`src/rtl/turn_signal_pkg.sv`:
```
// Shared lamp patterns, input classes and decoder states
// for the turn-signal lamp monitor.
package turn_signal_pkg;

  localparam int HOLD_DEF = 3;

  localparam logic [2:0] PAT_OFF = 3'b000;
  localparam logic [2:0] PAT_L1  = 3'b001;
  localparam logic [2:0] PAT_L2  = 3'b011;
  localparam logic [2:0] PAT_L3  = 3'b111;
  localparam logic [2:0] PAT_R1  = 3'b100;
  localparam logic [2:0] PAT_R2  = 3'b110;
  localparam logic [2:0] PAT_R3  = 3'b111;

  typedef enum logic [3:0] {
    C_IDLE,
    C_ERR,
    C_L1,
    C_L2,
    C_L3,
    C_R1,
    C_R2,
    C_R3,
    C_ILLEGAL
  } lamp_class_t;

  typedef enum logic [3:0] {
    D_IDLE,
    D_ERR,
    D_L1,
    D_L2,
    D_L3,
    D_R1,
    D_R2,
    D_R3,
    D_BAD
  } dec_state_t;

endpackage

```
`src/rtl/turn_signal_classifier.sv`:
```
// Combinational lamp-pattern classifier: maps the
// two lamp buses and the error flag to one class.
module turn_signal_classifier
  import turn_signal_pkg::*;
(
  input  logic [2:0]  l_signal,
  input  logic [2:0]  r_signal,
  input  logic        error_n,
  output lamp_class_t lamp_class
);

  logic l_off;
  logic r_off;

  assign l_off = (l_signal == PAT_OFF);
  assign r_off = (r_signal == PAT_OFF);

  always_comb begin
    lamp_class = C_ILLEGAL;
    unique case (1'b1)
      l_off && r_off && error_n:
        lamp_class = C_IDLE;
      l_off && r_off && !error_n:
        lamp_class = C_ERR;
      r_off && error_n && l_signal == PAT_L1:
        lamp_class = C_L1;
      r_off && error_n && l_signal == PAT_L2:
        lamp_class = C_L2;
      r_off && error_n && l_signal == PAT_L3:
        lamp_class = C_L3;
      l_off && error_n && r_signal == PAT_R1:
        lamp_class = C_R1;
      l_off && error_n && r_signal == PAT_R2:
        lamp_class = C_R2;
      l_off && error_n && r_signal == PAT_R3:
        lamp_class = C_R3;
      default:
        lamp_class = C_ILLEGAL;
    endcase
  end

endmodule

```
`src/rtl/turn_signal_decoder.sv`:
```
// Lamp-side sweep decoder and protocol checker for
// the turn-signal machine; all outputs registered.
module turn_signal_decoder
  import turn_signal_pkg::*;
#(
  parameter int HOLD  = HOLD_DEF,
  parameter int CNT_W = 8
) (
  input  logic             CLOCK,
  input  logic             RESET_N,
  input  logic [2:0]       L_SIGNAL,
  input  logic [2:0]       R_SIGNAL,
  input  logic             ERROR,
  output logic             LEFT_ACTIVE,
  output logic             RIGHT_ACTIVE,
  output logic [1:0]       STAGE,
  output logic             FAULT,
  output logic             SEQ_ERROR,
  output logic             SWEEP_DONE,
  output logic [CNT_W-1:0] VIOL_COUNT
);

  localparam int RUN_W = 4;
  localparam logic [RUN_W-1:0] HOLD_R = RUN_W'(HOLD);
  localparam logic [RUN_W-1:0] RUN_MAX = RUN_W'(HOLD + 1);

  lamp_class_t      cls;
  lamp_class_t      prev_q;
  logic [RUN_W-1:0] run_q;
  logic [RUN_W-1:0] run_d;
  dec_state_t       state_q;
  dec_state_t       state_d;

  lamp_class_t same;
  lamp_class_t up;
  dec_state_t  up_st;
  logic        lamp;
  logic        is3;
  logic        hold_ok;
  logic        hold_short;
  logic        viol;
  logic        done;

  logic       left_d;
  logic       right_d;
  logic [1:0] stage_d;

  turn_signal_classifier u_cls (
    .l_signal   (L_SIGNAL),
    .r_signal   (R_SIGNAL),
    .error_n    (ERROR),
    .lamp_class (cls)
  );

  // run_q == 0 only straight after reset: first sample starts a run
  always_comb begin
    run_d = RUN_W'(1);
    if (run_q != '0 && cls == prev_q) begin
      run_d = (run_q == RUN_MAX) ? run_q : run_q + RUN_W'(1);
    end
  end

  assign hold_ok    = (run_q == HOLD_R);
  assign hold_short = (run_q < HOLD_R);

  always_comb begin
    same  = C_ILLEGAL;
    up    = C_ILLEGAL;
    up_st = D_BAD;
    lamp  = 1'b0;
    is3   = 1'b0;
    unique case (state_q)
      D_L1: begin
        same = C_L1; up = C_L2; up_st = D_L2; lamp = 1'b1;
      end
      D_L2: begin
        same = C_L2; up = C_L3; up_st = D_L3; lamp = 1'b1;
      end
      D_L3: begin
        same = C_L3; lamp = 1'b1; is3 = 1'b1;
      end
      D_R1: begin
        same = C_R1; up = C_R2; up_st = D_R2; lamp = 1'b1;
      end
      D_R2: begin
        same = C_R2; up = C_R3; up_st = D_R3; lamp = 1'b1;
      end
      D_R3: begin
        same = C_R3; lamp = 1'b1; is3 = 1'b1;
      end
      default: begin
        lamp = 1'b0;
      end
    endcase
  end

  always_comb begin
    state_d = state_q;
    viol    = 1'b0;
    done    = 1'b0;
    if (lamp) begin
      if (cls == same && hold_short) begin
        state_d = state_q;
      end else if (hold_ok && !is3 && cls == up) begin
        state_d = up_st;
      end else if (hold_ok && cls == C_IDLE) begin
        state_d = D_IDLE;
        done    = is3;
      end else if (hold_ok && cls == C_ERR) begin
        state_d = D_ERR;
        done    = is3;
      end else begin
        viol = 1'b1;
      end
    end else begin
      unique case (state_q)
        D_IDLE: begin
          unique case (cls)
            C_IDLE:  state_d = D_IDLE;
            C_ERR:   state_d = D_ERR;
            C_L1:    state_d = D_L1;
            C_R1:    state_d = D_R1;
            default: viol = 1'b1;
          endcase
        end
        D_ERR: begin
          unique case (cls)
            C_ERR:   state_d = D_ERR;
            C_IDLE:  state_d = D_IDLE;
            default: viol = 1'b1;
          endcase
        end
        default: begin
          if (cls == C_IDLE) state_d = D_IDLE;
          else if (cls == C_ERR) state_d = D_ERR;
          else state_d = D_BAD;
        end
      endcase
    end
    if (viol) begin
      state_d = D_BAD;
      done    = 1'b0;
    end
  end

  always_comb begin
    left_d  = 1'b0;
    right_d = 1'b0;
    stage_d = 2'd0;
    unique case (state_d)
      D_L1: begin left_d = 1'b1; stage_d = 2'd1; end
      D_L2: begin left_d = 1'b1; stage_d = 2'd2; end
      D_L3: begin left_d = 1'b1; stage_d = 2'd3; end
      D_R1: begin right_d = 1'b1; stage_d = 2'd1; end
      D_R2: begin right_d = 1'b1; stage_d = 2'd2; end
      D_R3: begin right_d = 1'b1; stage_d = 2'd3; end
      default: stage_d = 2'd0;
    endcase
  end

  always_ff @(posedge CLOCK or negedge RESET_N) begin
    if (!RESET_N) begin
      state_q      <= D_IDLE;
      prev_q       <= C_IDLE;
      run_q        <= '0;
      LEFT_ACTIVE  <= 1'b0;
      RIGHT_ACTIVE <= 1'b0;
      STAGE        <= 2'd0;
      FAULT        <= 1'b0;
      SEQ_ERROR    <= 1'b0;
      SWEEP_DONE   <= 1'b0;
      VIOL_COUNT   <= '0;
    end else begin
      state_q      <= state_d;
      prev_q       <= cls;
      run_q        <= run_d;
      LEFT_ACTIVE  <= left_d;
      RIGHT_ACTIVE <= right_d;
      STAGE        <= stage_d;
      FAULT        <= (state_d == D_ERR);
      SEQ_ERROR    <= viol;
      SWEEP_DONE   <= done;
      if (viol && VIOL_COUNT != '1) begin
        VIOL_COUNT <= VIOL_COUNT + CNT_W'(1);
      end
    end
  end

endmodule

```
`config.mk`:
```
export PLATFORM = sky130hd
export DESIGN_NAME = turn_signal_decoder
export DESIGN_NICKNAME = d
export VERILOG_FILES = /design/src/rtl/turn_signal_pkg.sv /design/src/rtl/turn_signal_classifier.sv /design/src/rtl/turn_signal_decoder.sv
export SDC_FILE = /design/constraint.sdc
export NUM_CORES = 1
export LEC_CHECK = 0
export BUFFER_PORTS_ARGS = -buffer_cell sky130_fd_sc_hd__buf_2
export CORE_MARGIN = 2
export CORE_UTILIZATION = 40
export CTS_CLUSTER_DIAMETER = 150
export DETAILED_ROUTE_END_ITERATION = 10
export PLACE_DENSITY_LB_ADDON = 0.3
export RECOVER_POWER = 100
export SETUP_SLACK_MARGIN = 0.1
export SYNTH_ARGS = -nofsm -noshare
export SYNTH_HDL_FRONTEND = slang
export SYNTH_HIERARCHICAL = 1
export SYNTH_SLANG_ARGS = --single-unit
```
`constraint.sdc`:
```
create_clock -name CLOCK -period 2.9 [get_ports CLOCK]
set_clock_uncertainty 0.2 [all_clocks]
set_input_delay 0.145 -clock CLOCK [delete_from_list [all_inputs] [get_ports CLOCK]]
set_output_delay 0.145 -clock CLOCK [all_outputs]
set_load 0.02 [all_outputs]
```
# ---- Word level (Yosys, flattened, before mapping)
# Index checks and enable logic that the tools add are counted.
dict set report op_classes {
  muxes 35
  n_reduce_logical 34
  n_lt_le_gt_ge 1
  eq_ne 30
  n_addsub 2
}
# operator count
set op_table {}
lappend op_table {{4-bit by 3-bit equality test with 1-bit output, second input constant} 10}
lappend op_table {{4-bit two-way mux} 10}
lappend op_table {{4-bit case mux with 4 select lines} 2}
lappend op_table {{4-bit case mux with 8 select lines} 1}
lappend op_table {{4-bit by 2-bit equality test with 1-bit output, second input constant} 6}
lappend op_table {{4-bit case mux with 6 select lines} 1}
lappend op_table {{1-bit logical AND} 18}
lappend op_table {{1-bit two-way mux} 17}
lappend op_table {{4-bit case mux with 2 select lines} 2}
lappend op_table {{3-bit equality test, second input constant} 4}
lappend op_table {{4-bit by 1-bit equality test with 1-bit output, second input constant} 3}
lappend op_table {{4-bit equality test} 3}
lappend op_table {{2-bit OR reduction} 5}
lappend op_table {{8-bit by 1-bit adder with 8-bit output, second input constant} 1}
lappend op_table {{4-bit logical NOT} 2}
lappend op_table {{8-bit != test, second input constant} 1}
lappend op_table {{3-bit logical NOT} 2}
lappend op_table {{2-bit case mux with 3 select lines} 1}
lappend op_table {{3-bit OR reduction} 2}
lappend op_table {{6-bit OR reduction} 1}
lappend op_table {{4-bit by 1-bit adder with 4-bit output, second input constant} 1}
lappend op_table {{4-bit by 2-bit less-than comparator with 1-bit output, second input constant} 1}
lappend op_table {{4-bit nonzero test} 1}
lappend op_table {{4-bit OR reduction} 1}
lappend op_table {{5 further kinds} 6}
dict set report totals {
  out_inout_bits 15
  regBits 27
  in_bits 9
}

# ---- Depth between registers and ports, before layout
# Gate-level depths: netlist of run 1.
dict set report depth {
  ltp_word 15
  mapped_depth 12
  mapped_depth_nobuf 11
}

# ---- By module
# The synthesis of run 1 kept the hierarchy.
# module cells_each seq_area_each_um2 area_each_um2 n_inst
set by_module_without_submodules {}
lappend by_module_without_submodules {turn_signal_decoder 171 675.6 1639.1 1}
lappend by_module_without_submodules {turn_signal_classifier 23 0.0 153.9 1}

# ---- Least setup slack after synthesis of run 1
# Ideal clock, no wire load.
dict set report synth_path {
  path_kind {input to register}
  startpoint {input L_SIGNAL[2]}
  endpoint {register STAGE[0]}
  arrival_time_ns 2.637
  n_path_buf 1
  cell_stages 10
  slack_ns -0.016
  setup_ns 0.078
  path_cell_list {nor4b_4 nand2_1 a21bo_1 buf_2 or3_1 or2_1 or3_1 o221a_2 or4_1 a21oi_1}
}
dict set report synth_via {
  elab_chain_len 15
  word_cells_on_any_way 56
}
# element line_no
set synth_rtl {}
lappend synth_rtl {{from (decl)} turn_signal_decoder.sv:11} ;# input logic [2:0] L_SIGNAL,
lappend synth_rtl {{3-bit logical NOT} turn_signal_classifier.sv:15} ;# assign l_off = (l_signal == PAT_OFF);
lappend synth_rtl {{1-bit logical AND, on equally long branches (2 in a row)} -}
lappend synth_rtl {{4-bit case mux with 8 select lines (*)} turn_signal_classifier.sv:20} ;# unique case (1'b1)
lappend synth_rtl {{via cls[3]} turn_signal_decoder.sv:27} ;# lamp_class_t cls;
lappend synth_rtl {{4-bit by 1-bit equality test with 1-bit output} -}
lappend synth_rtl {{1-bit logical AND} turn_signal_decoder.sv:109} ;# end else if (hold_ok && cls == C_ERR) begin
lappend synth_rtl {{4-bit two-way mux / 1-bit two-way mux (equally long branches)} turn_signal_decoder.sv:109}
lappend synth_rtl {{4-bit two-way mux / 1-bit two-way mux (equally long branches)} turn_signal_decoder.sv:106} ;# end else if (hold_ok && cls == C_IDLE) begin
lappend synth_rtl {{4-bit two-way mux / 1-bit two-way mux (equally long branches)} turn_signal_decoder.sv:104} ;# end else if (hold_ok && !is3 && cls == up) begin
lappend synth_rtl {{4-bit two-way mux / 1-bit two-way mux (equally long branches)} turn_signal_decoder.sv:102} ;# if (cls == same && hold_short) begin
lappend synth_rtl {{4-bit two-way mux / 1-bit two-way mux (equally long branches)} turn_signal_decoder.sv:101} ;# if (lamp) begin
lappend synth_rtl {{4-bit two-way mux (*)} turn_signal_decoder.sv:140} ;# if (viol) begin
lappend synth_rtl {{4-bit by 3-bit equality test with 1-bit output / 4-bit by 2-bit equality test with 1-bit output (equally long branches)} turn_signal_decoder.sv:150} ;# unique case (state_d)
lappend synth_rtl {{2-bit OR reduction (no source line)} -}
lappend synth_rtl {{2-bit case mux with 3 select lines (*)} turn_signal_decoder.sv:150}
lappend synth_rtl {{via stage_d[0]} turn_signal_decoder.sv:46} ;# logic [1:0] stage_d;
lappend synth_rtl {{to (signal assigned)} turn_signal_decoder.sv:179} ;# STAGE <= stage_d;
lappend synth_rtl {{to (decl)} turn_signal_decoder.sv:16} ;# output logic [1:0] STAGE,
# Mark *: on every way through the listed nets, which the timed path passes. The rest lies on a longest branch.
# A chain may end at the register's enable or synchronous reset.

# ---- Worst setup path in the final report of run 1
dict set report layout_path {
  startpoint {input L_SIGNAL[1]}
  endpoint {register STAGE[0]}
}
# The elaborated chain is that of the path after synthesis.

==> impl_metrics.py, run 1 <==
metrics = {
    "synthesis": {
        "synth-seq-cells": 27,
        "synth_fa_ha_area_share_pct": 2.09,
        "yosysSeqAreaShare_pct": 37.7,
        "ys_types": 53,
        "synth_nets": 206,
        "synth-simple-area-share_pct": 31.2,
        "yosysWarnings": 6,
        "synth_area_sq_mm": 0.00179,
        "synth-xor-area-share_pct": 7.75,
        "synth_async_sr_flop_share_pct": 100,
        "muxShareOfSynthArea_pct": 1.81,
        "synthCells": 194,
        "synth_edf_count": 0,
        "synthFlopType": "dfrtp_1",
        "synth_compound_gate_area_share_pct": 15.6,
        "synth_area_per_cell_sq_um": 9.24,
        "synth_top_family_by_area": "simple AND/OR/NAND/NOR gates",
    },
    "critical_path": {
        "crit_chain": "buf_8 > nor4b_4 > nand4_1 > nand2_1 > or2b_1 > mux2_4 > o32ai_4 > a2bb2oi_4 > or2_4 > buf_6 > o221a_4 > or4_1 > a21oi_1",
        "startpoint_type": "input pin",
        "max_stage_delay_ps": 470,
        "crit_fanout": 5,
        "crit_slowest_cell": "or4_1",
        "worstPathRequired_ps": 2900,
        "cp_data_arrival_time_ps": 2820,
        "worst_setup_path_end_kind": "flip-flop",
        "worstSetupPathType": "in2reg",
    },
    "timing": {
        "min_period_ps": 2820,
        "fmax_ghz": 0.355,
        "holdWs_ps": 125,
        "slew_headroom_pct": 6.10,
        "final-hold-violation-count": 0,
        "rsz0062_at_grt": "true",
        "setup_viol": 0,
        "worst_pin_slew_ps": 1410,
        "drv_slew": 0,
        "layout_setup_ws_ps": 84.4,
        "tns_ps": 0,
        "final.period_utilization_pct": 97.1,
    },
    "grt": {
        "grt_use_total_pct": 17.4,
        "first_global_vias": 1577,
        "antenna_found_initial": 0,
        "overflow": 0,
        "grt_start_max_net_pins": 28,
        "grt_first_pass_wirelength_um": 7160,
    },
    "routing": {
        "route.vias.total": 1692,
        "post_drt_wl_per_cell_um": 13.4,
        "final_antenna_net_count": 0,
        "drt-total-wl_um": 4170,
        "drt_iter0_drc": 59,
        "dr.pass1.iters": 4,
        "vias_per_cell": 5.44,
        "drc": 0,
    },
    "pwr": {
        "seqPwrFrac_pct": 38.2,
        "vdd_ir_drop_max_v": 0.000346,
        "netSwitchingPower_mw": 0.602,
        "p_leak_nw": 1.04,
        "swShare_pct": 40.7,
        "p_clk_share_pct": 14.5,
        "p_per_area_mw_per_mm2": 623,
        "internal_power_mw": 0.879,
        "combPwrFrac_pct": 47.3,
        "total_power_mw": 1.48,
    },
    "floorplanning": {
        "initial_core_util_pct": 41.5,
        "io_pins": 24,
        "die_area_sq_mm": 0.00503,
        "rows": 24,
        "dieHeight_um": 71.0,
        "die_w_um": 71.0,
        "core_area_sq_mm": 0.00432,
    },
    "min_path": {
        "worstHoldPathType": "in2reg",
    },
    "cts": {
        "cts_root_buf": "clkbuf_8",
        "cts_buffer_depth": 2,
        "cts_made_buffers": 3,
        "h-tree-depth": 1,
        "cts.reportedPaths.clkPinSlew_ps": 90,
        "clock-sinks": 27,
        "clk_latency_ps": 270,
        "cts_tree": "done",
    },
    "placed_design": {
        "pre_cts_slack_ps": -190,
        "io_buffer_count": 23,
        "gp_congestion": 0.867,
        "dp_hpwl_um": 3070,
        "place_inst": 298,
        "place_area_sq_mm": 0.00222,
    },
    "finish": {
        "mostFrequentLayoutCells": "buf_4, dfrtp_1, clkbuf_1, nor2_1, nand2_1",
        "stdcell_count": 311,
        "final_common_cell": "buf_4",
        "finalNetCount": 272,
        "n_antenna_cell": 0,
        "post-route-util_pct": 55.0,
        "syn2layout_area_growth_pct": 32.6,
        "stdcell_area_sq_mm": 0.00238,
        "layout-drive-gt1-share_pct": 27.4,
    },
    "outcome": {
        "status": "completed",
    },
    "job": {
        "cap_violations": 0,
    },
}
-- cell families after synthesis --
group                      Yosys count
xor gates and xnor gates            15
buffers and inverters               12
adders and majority gates            3
AOI/OAI and AO/OA                   38
muxes                                3
DFF                                 27
and+or+nand+nor                     96
-- flip-flops by register name, indices dropped and copies added (netlist names) --
| signal | flops |
|---|---|
| VIOL_COUNT | 8 |
| prev_q | 4 |
| run_q | 4 |
| state_q | 4 |
| STAGE | 2 |
| FAULT | 1 |
| LEFT_ACTIVE | 1 |
| RIGHT_ACTIVE | 1 |
| SEQ_ERROR | 1 |
| SWEEP_DONE | 1 |
-- routing by layer --
metal | share of wire (%) | global-route usage (%) | wire, um
met5 | 0 | 0 | 0
met4 | 0.24 | 4.82 | 10
met3 | 2.7 | 2.28 | 113
met2 | 51 | 30.0 | 2130
met1 | 46 | 23.0 | 1910
-- cells in the mapped netlist, drive strengths merged, types with 2 or more instances --
cell type / instances / area, sq um
dfrtp: 27 / 676
nor2: 19 / 71.3
nand2: 13 / 48.8
nand2b: 13 / 81.3
xnor2: 12 / 113
a21oi: 10 / 50.1
nand4: 10 / 68.8
nor3: 8 / 40.0
buf: 7 / 50.1
o21ai: 7 / 35.0
and3: 5 / 31.3
nor4: 5 / 31.3
inv: 4 / 15.0
nand3: 4 / 20.0
or2: 4 / 27.5
ha: 3 / 37.5
nand3b: 3 / 35.0
o31ai: 3 / 22.5
xor2: 3 / 26.3
a211oi: 2 / 15.0
a21bo: 2 / 20.0
mux2: 2 / 22.5
nor4b: 2 / 32.5
o31a: 2 / 17.5
or2b: 2 / 15.0
or3: 2 / 12.5
or4: 2 / 15.0
-- layout make-up --
class                      instances  area, sq um
clock buffer                       4         45.0
fill                             417         1950
inverter                           4         15.0
multi-input combinational        155         1130
sequential                        27          678
tap                               52         65.1
timing repair buffer              69          443
-- worst max-delay path: cells and delay by family --
kind,cells,cell delay [ps]
mux,1,270
simple gates,6,1530
buf+inv,2,220
compound gates,4,650
-- repair_timing --
| item | CTS | global route |
|---|---|---|
| resized for setup | 2 | 16 |
| pin swaps | 4 | 13 |
| hold buffers | 1 | 0 |
| endpoints found under the hold margin | 27 | 0 |
| buffers inserted | 3 | 5 |
| setup endpoints to repair | 3 | 10 |
-- power groups by stage --
stage / sequential (mW) / clock, mW / combinational (mW)
2_1_floorplan: 0.603 / 0 / 0.382
3_3_place_gp: 0.570 / 0 / 0.647
3_5_place_dp: 0.573 / 0 / 0.659
4_1_cts: 0.564 / 0.225 / 0.679
5_1_grt: 0.579 / 0.238 / 0.780
6_report: 0.565 / 0.215 / 0.700
-- worst paths after layout --
check	end	start	slack (ps)	cells past startpoint
setup / recovery	STAGE[0]	L_SIGNAL[1]	80	13
hold / removal	prev_q[1]	L_SIGNAL[2]	120	4
setup reg to reg	STAGE[0]	state_q[0]	100	10
hold reg to reg	VIOL_COUNT[7]	VIOL_COUNT[7]	300	1
max in group asynchronous	state_q[2]	RESET_N	1060	2
min in group asynchronous	run_q[2]	RESET_N	520	2
Note: power is estimated with default switching activity, not from simulation.
==> run 2: changes to the inputs <==
CORE_UTILIZATION = 36   (was 40)
clock period = 3.6 ns   (was 2.9 ns; I/O delays follow)
==> impl_metrics.py, run 2 (synthesis results as in run 1) <==
metrics = {
    "cts": {
        "h-tree-depth": 1,
        "cts_root_buf": "clkbuf_8",
        "cts_buffer_depth": 2,
        "cts_made_buffers": 3,
        "cts.reportedPaths.clkPinSlew_ps": 100,
        "cts_tree": "done",
        "clock-sinks": 27,
        "clk_latency_ps": 280,
        "cts_setup_buffers": 0,
    },
    "timing": {
        "fmax_ghz": 0.325,
        "holdWs_ps": 249,
        "final.period_utilization_pct": 85.5,
        "worst_pin_slew_ps": 1440,
        "layout_setup_ws_ps": 521,
        "min_period_ps": 3080,
        "slew_headroom_pct": 4.33,
        "tns_ps": 0,
        "setup_viol": 0,
        "rsz0062_at_grt": "false",
        "final-hold-violation-count": 0,
        "drv_slew": 0,
    },
    "job": {
        "cap_violations": 0,
    },
    "placed_design": {
        "dp_hpwl_um": 2650,
        "io_buffer_count": 23,
        "gp_congestion": 0.835,
        "pre_cts_slack_ps": 376,
    },
    "critical_path": {
        "crit_buf_inv": 3,
        "worst_setup_path_end_kind": "flip-flop",
        "crit_start": "L_SIGNAL[2]",
        "startpoint_type": "input pin",
        "crit_chain": "buf_2 > nor4b_4 > nand4_1 > nand2_1 > clkbuf_1 > nand2b_1 > mux2_2 > o32ai_1 > a2bb2oi_2 > o211ai_1 > a21oi_1 > clkbuf_1 > mux2_2",
        "reg2reg_depth": 8,
        "worstSetupPathType": "in2reg",
        "worstPathRequired_ps": 3570,
        "r2r_end": "STAGE[0]",
        "max_stage_delay_ps": 400,
        "crit_path_end": "VIOL_COUNT[1]",
        "crit_fanout": 11,
        "rrSetupSlack_ps": 610,
        "crit_slowest_cell": "clkbuf_1",
        "rr_startpoint": "state_q[2]",
        "cp_num_cells": 13,
        "cp_data_arrival_time_ps": 3050,
        "crit_family": "buffers and inverters",
    },
    "floorplanning": {
        "rows": 25,
        "die_w_um": 74.6,
        "dieHeight_um": 74.6,
        "core_area_sq_mm": 0.00475,
        "initial_core_util_pct": 37.7,
        "die_area_sq_mm": 0.00556,
        "io_pins": 24,
    },
    "pwr": {
        "p_leak_nw": 0.817,
        "vdd_ir_drop_max_v": 0.000157,
        "p_per_area_mw_per_mm2": 534,
    },
    "grt": {
        "grt_use_total_pct": 13.9,
        "first_global_vias": 1334,
        "antenna_found_initial": 0,
        "grt_start_max_net_pins": 28,
        "grt_first_pass_wirelength_um": 6110,
        "overflow": 0,
    },
    "routing": {
        "drt_iter0_drc": 25,
        "post_drt_wl_per_cell_um": 12.6,
        "route.vias.total": 1489,
        "drc": 0,
        "drt-total-wl_um": 3640,
        "vias_per_cell": 5.17,
        "final_antenna_net_count": 0,
        "dr.pass1.iters": 4,
    },
    "finish": {
        "final_common_cell": "dfrtp_1",
        "syn2layout_area_growth_pct": 11.5,
        "largest_reg_flops": 8,
        "top_register": "VIOL_COUNT",
        "layout-drive-gt1-share_pct": 9.95,
        "mostFrequentLayoutCells": "dfrtp_1, clkbuf_1, nor2_1, nand2_1, nand2b_1",
        "nFillCells": 496,
        "n_antenna_cell": 0,
        "finalNetCount": 234,
    },
    "outcome": {
        "status": "completed",
    },
    "min_path": {
        "worstHoldPathType": "in2reg",
    },
}
run 2: routing by layer:
layer  wire length (um)  up-vias  track usage [%]
li1                   -      767                -
met1               1830      696             19.7
met2               1670       20             22.1
met3                 81        6             1.63
met4                 50        0             4.76
met5                  0        -                0
run 2: metrics by stage:
| step | area [sq um] | cells | utilization (%) | total power [mW] |
|---|---|---|---|---|
| final | 2000 | 288 | 42.1 | 1.07 |
| after global routing | 2000 | 288 | 42.1 | 1.16 |
| after CTS | 2050 | 288 | 43.1 | 1.09 |
| after detailed placement | 1990 | 283 | 41.9 | 0.916 |
| after global placement | 1990 | 283 | 41.9 | 0.913 |
| after floorplan | 1790 | 194 | - | 0.783 |
run 2: report_power, final:
part | internal (mW) | total [mW] | switching (mW)
clock | 0.0787 | 0.179 | 0.100
combinational | 0.170 | 0.426 | 0.256
sequential | 0.373 | 0.464 | 0.0910
total | 0.622 | 1.07 | 0.447
run 2: worst min-delay path by stage:
stage | startpoint | to | slack, ps | cells past startpoint
after floorplan | RESET_N | FAULT | -320 | 0
after global placement | RESET_N | run_q[0] | 20 | 1
after detailed placement | RESET_N | run_q[1] | 30 | 1
after CTS | L_SIGNAL[2] | prev_q[1] | 150 | 3
after global routing | ERROR | prev_q[2] | 290 | 4
final | ERROR | prev_q[2] | 250 | 4
run 2: what timing repair did:
action / in CTS / in global routing
hold endpoints to repair: 27 / 0
hold buffers: 1 / 0
resized for setup: 0 / 0
run 2: cell type report:
cell class              instances  area (sq um)  area share, %
clock buffers                   3          41.3           2.07
clock inverters                 1          7.51          0.375
inverters                       4          15.0          0.751
multi-input cells             155          1040           52.1
flip-flops and latches         27           676           33.8
well taps                      67          83.8           4.19
repair buffers                 31           135           6.76
run 2: worst min-delay path: stages:
cell,delay (ps)
buf_2,140
nand2_1,60
nor2_1,50
clkbuf_1,200
==> run 3: changes to the inputs <==
BUFFER_PORTS_ARGS = not set   (was -buffer_cell sky130_fd_sc_hd__buf_2)
DONT_BUFFER_PORTS = 1   (was not set)
==> impl_metrics.py, run 3 (synthesis results as in run 1) <==
metrics = {
    "pwr": {
        "netSwitchingPower_mw": 0.422,
        "seqPwrFrac_pct": 51.1,
        "internal_power_mw": 0.599,
        "vdd_ir_drop_max_v": 0.000162,
        "combPwrFrac_pct": 31.9,
        "p_per_area_mw_per_mm2": 539,
        "swShare_pct": 41.3,
        "total_power_mw": 1.02,
        "p_clk_share_pct": 17.0,
        "p_leak_nw": 0.764,
    },
    "critical_path": {
        "crit_path_end": "VIOL_COUNT[1]",
        "worstSetupPathType": "in2reg",
        "crit_fanout": 11,
        "worstPathRequired_ps": 3570,
        "r2r_end": "VIOL_COUNT[1]",
        "rr_startpoint": "state_q[1]",
        "worst_setup_path_end_kind": "flip-flop",
        "crit_start": "L_SIGNAL[2]",
        "reg2reg_depth": 8,
        "cp_data_arrival_time_ps": 3090,
        "startpoint_type": "input pin",
        "rrSetupSlack_ps": 550,
    },
    "cts": {
        "cts_tree": "done",
        "cts_made_buffers": 3,
        "cts.reportedPaths.clkPinSlew_ps": 90,
        "cts_root_buf": "clkbuf_8",
        "cts_buffer_depth": 2,
        "cts_setup_buffers": 0,
        "clk_latency_ps": 270,
        "h-tree-depth": 1,
        "clock-sinks": 27,
    },
    "floorplanning": {
        "die_area_sq_mm": 0.00556,
        "initial_core_util_pct": 37.7,
        "core_area_sq_mm": 0.00475,
        "die_w_um": 74.6,
        "dieHeight_um": 74.6,
        "rows": 25,
        "io_pins": 24,
    },
    "job": {
        "cap_violations": 0,
    },
    "finish": {
        "final_common_cell": "dfrtp_1",
        "post-route-util_pct": 39.8,
        "stdcell_count": 265,
        "top_register": "VIOL_COUNT",
        "layout-drive-gt1-share_pct": 6.06,
        "syn2layout_area_growth_pct": 5.65,
        "largest_reg_flops": 8,
        "finalNetCount": 211,
        "mostFrequentLayoutCells": "dfrtp_1, nor2_1, nand2_1, nand2b_1, xnor2_1",
        "nFillCells": 472,
        "n_antenna_cell": 0,
        "stdcell_area_sq_mm": 0.00189,
    },
    "grt": {
        "antenna_found_initial": 0,
        "first_global_vias": 1369,
        "grt_use_total_pct": 13.8,
        "grt_start_max_net_pins": 28,
        "overflow": 0,
        "grt_first_pass_wirelength_um": 6040,
    },
    "placed_design": {
        "place_area_sq_mm": 0.00186,
        "io_buffer_count": 0,
        "gp_congestion": 0.857,
        "place_inst": 258,
        "pre_cts_slack_ps": 443,
        "dp_hpwl_um": 2630,
    },
    "timing": {
        "min_period_ps": 3130,
        "tns_ps": 0,
        "slew_headroom_pct": 7.37,
        "drv_slew": 0,
        "final-hold-violation-count": 0,
        "worst_pin_slew_ps": 1390,
        "holdWs_ps": 143,
        "final.period_utilization_pct": 86.8,
        "rsz0062_at_grt": "false",
        "setup_viol": 0,
        "layout_setup_ws_ps": 474,
        "fmax_ghz": 0.320,
    },
    "min_path": {
        "worstHoldPathType": "in2reg",
    },
    "routing": {
        "dr.pass1.iters": 4,
        "final_antenna_net_count": 0,
        "drc": 0,
        "drt-total-wl_um": 3580,
        "route.vias.total": 1416,
        "vias_per_cell": 5.34,
        "drt_iter0_drc": 47,
        "post_drt_wl_per_cell_um": 13.5,
    },
    "outcome": {
        "status": "completed",
    },
}
-- run 3: area by class of cell --
class                   count  area, sq um  area share (%)
multi-input cells         155         1030            54.3
repair buffers              8         42.5            2.25
flip-flops and latches     27          676            35.7
inverters                   4         15.0           0.793
clock inverters             1         7.51           0.396
clock buffers               3         41.3            2.18
well taps                  67         83.8            4.43
-- run 3: metal layers --
layer,global-route usage [%],up-vias,wire (um)
li1,-,715,-
met1,19.2,679,1790
met2,22.1,18,1660
met3,1.90,4,85
met4,4.76,0,46
met5,0,-,0
-- run 3: critical path: stages --
cell,delay [ps]
nor4b_4,300
nand4_1,130
nand2_1,100
clkbuf_1,400
nand2b_1,190
mux2_2,160
o32ai_1,80
a2bb2oi_1,430
o211ai_1,220
a21oi_1,210
clkbuf_1,310
mux2_2,380
-- run 3: timing repair --
item	CTS	global route
hold buffers	3	0
hold endpoints to repair	28	0
gates resized for setup	0	0
-- run 3: how the worst min path moves through the flow --
stage,endpoint,from,cells after the start
3_3_place_gp,run_q[0],RESET_N,0
3_5_place_dp,run_q[0],RESET_N,0
6_report,prev_q[1],ERROR,2
4_1_cts,prev_q[0],ERROR,3
5_1_grt,prev_q[1],ERROR,2
2_1_floorplan,FAULT,RESET_N,0
-- run 3: power by group through the flow --
stage	Clock (mW)	Combinational (mW)	Sequential [mW]
detailed placement	0	0.328	0.529
CTS	0.180	0.340	0.524
finish	0.173	0.326	0.522
floorplan	0	0.297	0.486
global placement	0	0.326	0.530
global route	0.194	0.375	0.535
